**src/rtl/i2c_regfile.sv**
```systemverilog
// rtl/i2c_regfile.sv - pointer-addressed register bank fed by the i2c slave byte stream.
// Optional readback port pair enabled by I2C_REGFILE_READBACK_EN.
module i2c_regfile #(
    parameter int         NUM_REGS  = 8,
    parameter int         PTR_W     = 3,
    parameter logic [7:0] RESET_VAL = 8'h00
) (
    input  logic                  clk,
    input  logic                  reset,
    input  logic [7:0]            data,
    input  logic                  data_valid_i,
    input  logic                  start,
    input  logic                  stop,
`ifdef I2C_REGFILE_READBACK_EN
    input  logic                  rd_ack_i,
    output logic [7:0]            rd_data_o,
`endif
    output logic [NUM_REGS*8-1:0] regs_o,
    output logic [PTR_W-1:0]      ptr_o,
    output logic                  wr_strobe_o,
    output logic [PTR_W-1:0]      wr_addr_o,
    output logic [7:0]            wr_data_o,
    output logic                  err_o,
    output logic                  busy_o
);

    typedef enum logic [1:0] {IDLE, PTR, DATA, DROP} state_t;

    state_t     state, state_nxt;
    logic [7:0] regs [NUM_REGS];
    logic       in_range;
    logic       do_write, do_load, do_err, rd_step;

    assign in_range = ({24'd0, data} < NUM_REGS);

    always_comb begin
        do_write = 1'b0;
        do_load  = 1'b0;
        do_err   = 1'b0;
        rd_step  = 1'b0;
        // A START in the same cycle as a byte always discards the byte.
        if (!start) begin
            do_write = data_valid_i && (state == DATA);
            do_load  = data_valid_i && (state == PTR) && in_range;
            do_err   = data_valid_i && (state == PTR) && !in_range;
`ifdef I2C_REGFILE_READBACK_EN
            rd_step  = rd_ack_i && !data_valid_i && ((state == PTR) || (state == DATA));
`endif
        end
    end

    always_comb begin
        state_nxt = state;
        if (start) begin
            state_nxt = PTR;
        end else begin
            case (state)
                PTR: begin
                    if (do_load || rd_step) state_nxt = DATA;
                    else if (do_err)        state_nxt = DROP;
                end
                default: state_nxt = state;
            endcase
            // The byte accompanying STOP is still processed above; only the state is overridden.
            if (stop && (state != IDLE)) state_nxt = IDLE;
        end
    end

    always_ff @(posedge clk or posedge reset) begin
        if (reset) begin
            state       <= IDLE;
            ptr_o       <= '0;
            wr_strobe_o <= 1'b0;
            wr_addr_o   <= '0;
            wr_data_o   <= 8'h00;
            err_o       <= 1'b0;
            for (int i = 0; i < NUM_REGS; i++) regs[i] <= RESET_VAL;
        end else begin
            state       <= state_nxt;
            wr_strobe_o <= do_write;
            if (start)       err_o <= 1'b0;
            else if (do_err) err_o <= 1'b1;
            if (do_load) ptr_o <= data[PTR_W-1:0];
            if (do_write) begin
                regs[ptr_o] <= data;
                wr_addr_o   <= ptr_o;
                wr_data_o   <= data;
            end
            // Power-of-two bank: natural overflow of the pointer gives the wrap.
            if (do_write || rd_step) ptr_o <= ptr_o + PTR_W'(1);
        end
    end

    for (genvar g = 0; g < NUM_REGS; g++) begin : g_flat
        assign regs_o[8*g +: 8] = regs[g];
    end

    assign busy_o = (state != IDLE);

`ifdef I2C_REGFILE_READBACK_EN
    assign rd_data_o = regs[ptr_o];
`endif

endmodule

```
**config.mk**
```make
export PLATFORM = sky130hd
export DESIGN_NAME = i2c_regfile
export DESIGN_NICKNAME = d
export VERILOG_FILES = /design/src/rtl/i2c_regfile.sv
export SDC_FILE = /design/constraint.sdc
export NUM_CORES = 1
export LEC_CHECK = 0
export ABC_AREA = 1
export CAP_MARGIN = 5
export CORE_ASPECT_RATIO = 2
export CORE_MARGIN = 4
export CORE_UTILIZATION = 25
export DETAILED_ROUTE_END_ITERATION = 6
export PLACE_DENSITY = 0.5
export RECOVER_POWER = 25
export SLEW_MARGIN = 20
export SYNTH_ARGS = -nofsm -noshare
export SYNTH_HDL_FRONTEND = slang
export SYNTH_SLANG_ARGS = --single-unit
```
**constraint.sdc**
```tcl
create_clock -name clk -period 2.75 [get_ports clk]
set_input_delay 0.825 -clock clk [delete_from_list [all_inputs] [get_ports clk]]
set_output_delay 0.825 -clock clk [all_outputs]
set_load 0.02 [all_outputs]
```
# Word-level counts from Yosys, hierarchy flattened
# Cells that the tools add are included.
# word_totals
register_bits	82
latch_bits	0
mem_bits_rw	0
rom_bits	0
inputBits	13
elab_cells	49
mem_count	0
# op_classes
n_addsub	1
mul	0
div_mod_pow	0
order_cmp	3
eq_ne	2
shift	0
mux	15
bitwise_logic	1
reduce_logical	13
# ops
cell	count
$bwmux 64	1
$demux 8 s3	1
$mux 2	5
$lt 8x4->1 const B	1
$mux 8	1
$logic_and 1x1->1	6
$mux 3	2
$reduce_bool 2->1	3
$mux 1	5
$ge 4x4->1 const B	1
$lt 4x1->1 const B	1
$not 3->4	1
$reduce_bool 4->1	1
$add 3x1->3 const B	1
$reduce_bool 3->1	1
$eq 2x1->1 const B	1
$eq 2x2->1 const B	1
$reduce_and 2->1	1
$logic_not 1->1	1

# Longest topological paths before layout
# depth
depth_word	9
mapped_depth	9
ltp_nobuf	8

# Worst setup path before layout
# OpenSTA, ideal clock, no wires.
# synth_timing
kind	in2reg
from	input port start
to	register regs, in the netlist regs_o[32]
arrival_time_ps	1525
t_required_ps	2624
setup_slack_ps	1099
path_stages	8
n_path_buf	2
path_cell_list	nor2_2 > nand2_2 > buf_6 > nor2_8 > nand2_4 > buf_6 > nand2_2 > o21ai_2
# synth_between
elab_chain_cells	1
# synth_rtl
element	line_no	text
from (decl)	12	input logic start,
$mux 1	42	if (!start) begin
to (signal, indexed assignment)	85	regs[ptr_o] <= data;
to (decl)	30	logic [7:0] regs [NUM_REGS];
# No other way between the ends.
# A chain may end at the register's enable or synchronous reset.

# Final worst setup path
# layout_timing
from	register ptr_o[1]
to	output port ptr_o[1]
# layout_rtl
element	line_no	text
from (decl)	19	output logic [PTR_W-1:0] ptr_o,
from (signal assigned)	83	if (do_load) ptr_o <= data[PTR_W-1:0];
from (signal assigned)	90	if (do_write || rd_step) ptr_o <= ptr_o + PTR_W'(1);
# No word-level cell between the ends.

==> summary.txt <==
Status
  – Status: finished clean

Synthesis
  – Async SR Flop Fraction: 100.0%
  – Synth Instances: 321
  – Syn nets: 335
  – Cell variety after synth: 27
  – Largest family of logic cells by synthesized area: simple AND/OR/NAND/NOR gates
  – Synthesized area: 3352 um^2
  – Compound-Gate Fraction of Synth Area: 14.30%
  – Syn_area_per_cell: 10.44 um^2
  – Post-synth top flop: dfrtp_1
  – Sequential fraction of the synthesis area: 61.22%
  – Synth warnings: 0
  – Post-synthesis simple-gate area fraction: 17.69%
  – Post-Synth Adder-Cell Area: 0.3733%
  – Multiplexer share of the synthesized area: 0%
  – Synth Area in XOR/XNOR: 0.2613%
  – Post-synth EDFFs: 0
  – Synth Register Bits: 82

STA
  – Fmax: 0.4248 GHz
  – Clock skew: 0.007983 ns
  – Slew Viols, Final: 0
  – Final setup vio count: 0
  – Hold Slack: 0.4818 ns
  – Hold Vio Cnt, Final: 0
  – Unrepaired setup endpoints after global routing: no
  – Final period utilization: 85.60%
  – Max-slew headroom: 24.83%
  – Setup_tns: 0 ns
  – Actual transition at the worst max-transition pin: 1.128 ns
  – Period minus WS final: 2.354 ns

Layout
  – Area Growth Syn to Fin: 40.35%
  – N_diodes: 0
  – Share of layout cells above drive strength 1: 14.42%
  – Most common cell after layout, fill and taps aside: nand2_1
  – Final #Nets: 432
  – Most used cells in the layout excluding fill and tap cells: nand2_1, clkdlybuf4s50_1, dfrtp_1, o21ai_1, o21ai_2
  – Final core utilization: 36.00%

Global route
  – Gr usage total: 13.16%
  – Vias in the first global route: 2598
  – Largest net degree at the start of global routing: 83
  – GRT Residual Overflow: 0
  – Initial antenna violation count: 0
  – First-pass GRT wire length: 15250 um

Power
  – PwrDens: 671.1 nW/um^2
  – Pwr Total: 3.157 mW
  – Leak: 2.186 nW
  – Peak VDD IR: 0.0002662 V

Setup path
  – Crit path capture type: primary output
  – Top Family by Delay on Critical Path: buffers and inverters
  – WP data arrival: 1.53 ns
  – Critical path class: register to primary output
  – Worst Path Max Fanout: 8
  – WP buf/inv: 1
  – Crit path max-delay cell type: clkdlybuf4s50_1
  – Worst path required time: 1.93 ns
  – Largest stage delay, worst path: 0.68 ns
  – Startpoint types: register
  – Worst r2r path cells: 6
  – Levels on crit path: 1
  – Crit path cell chain: clkdlybuf4s50_1

Route
  – DR vias: 2494
  – Number of remaining DRC errors: 0
  – Drt pass-1 iters: 4
  – WL/cell: 16.80 um
  – Antenna Violating Nets Remaining: 0
  – Initial DRC count: 169
  – Drt via density: 4.337
  – WL final: 9660 um

Clock network
  – Hold Buf Count CTS: 0
  – Clk Latency, worst-skew pair: 0.33 ns
  – H-tree depth: 3
  – Post-CTS sizing: 0
  – Sink Count: 82
  – CTS buffer count: 9
  – CTS tree: done
  – Clock Tree Buf Depth: 2
  – Setup bufs post-CTS: 0
  – Root Driver: clkbuf_16
  – Clock-pin slew on the worst setup and hold paths: 0.06 ns

Floorplan
  – Die Y: 171.8 um
  – Io pins: 94
  – Die area: 15440 um^2
  – Row cnt: 59
  – Core Region: 13070 um^2
  – Die Wd: 89.88 um
  – Initial core utilization: 25.65%

Placement
  – RD Place Congestion: 0.7460
  – Dpl hpwl: 7036 um
  – PortBufs: 93

Worst hold path
  – Hold path cells: 2
  – HP Class: register to register

Flow run
  – Max Cap Violations: 0
[final timing paths]
kind | slack (ns) | startpoint | to
worst max-delay path | 0.40 | ptr_o[1]$_DFFE_PP0P_ | ptr_o[1]
worst min-delay path | 0.48 | wr_data_o[2]$_DFFE_PP0P_ | wr_data_o[2]$_DFFE_PP0P_
worst max register to register | 1.18 | state[0]$_DFFE_PP0P_ | regs_o[41]$_DFFE_PP0P_
worst min register to register | 0.48 | wr_data_o[2]$_DFFE_PP0P_ | wr_data_o[2]$_DFFE_PP0P_
max in group asynchronous | 0.66 | reset | regs_o[5]$_DFFE_PP0P_
min in group asynchronous | 1.37 | reset | regs_o[61]$_DFFE_PP0P_
[layer usage]
| layer | vias up | routed length (um) | global-route usage [%] |
|---|---|---|---|
| li1 | 1235 | - | - |
| met1 | 1181 | 3665 | 14.25 |
| met2 | 67 | 5431 | 24.64 |
| met3 | 11 | 354 | 3.107 |
| met4 | 0 | 208 | 5.270 |
| met5 | - | 0 | 0 |
[area by class of cell]
type | count | area (um^2)
Fill cell | 1304 | 8362
Sequential cell | 82 | 2052
Multi-Input combinational cell | 208 | 1094
Timing Repair Buffer | 99 | 975.9
Clock buffer | 10 | 229.0
Tap cell | 152 | 190.2
Clock inverter | 6 | 90.09
Inverter | 18 | 73.82
[metrics by stage]
| stage | area (um^2) | worst slack [ns] | std cells |
|---|---|---|---|
| finish | 4705 | 0.3960 | 575 |
| global route | 4705 | 0.3137 | 575 |
| CTS | 4717 | 0.3766 | 575 |
| detailed placement | 4398 | 0.2624 | 559 |
| global placement | 4398 | 0.3269 | 559 |
| floorplan | 3356 | 0.9872 | 321 |
[sequential cells by signal, summed over array words and instances, names as in the netlist]
register / count
state: 2
regs_o: 64
wr_strobe_o: 1
wr_data_o: 8
wr_addr_o: 3
err_o: 1
ptr_o: 3
[synth_stat cells (2+ instances only)]
cell type  instances  share of area [%]
nor2_4             3                1.0
a21oi_1            3               0.45
buf_2              2               0.30
nand2_2            3               0.56
dfrtp_1           82                 61
nand2_1           95                 11
inv_1             16                1.8
nand2_4            7                2.4
o21ai_1           44                6.6
buf_6              9                3.0
o21ai_2           20                5.2
nand3_1            4               0.60
o21ai_0           11                1.6
nor2_1             9                1.0
[power by group]
| part | switching (mW) | internal (mW) |
|---|---|---|
| logic | 0.296 | 0.225 |
| registers | 0.0642 | 1.29 |
| clock network | 0.487 | 0.799 |
| total | 0.848 | 2.31 |
[worst min-delay path, stage by stage (launching register included)]
cell	delay, ns
dfrtp_1	0.34
nand2_1	0.05
o21ai_0	0.05
[cell families after synthesis]
kind of cell	count (synthesis)
DFF	82
buffers and inverters	31
adders and majority gates	1
and+or+nand+nor	126
xor gates and xnor gates	1
AOI/OAI and AO/OA	80
(Power assumes the default switching activity.)
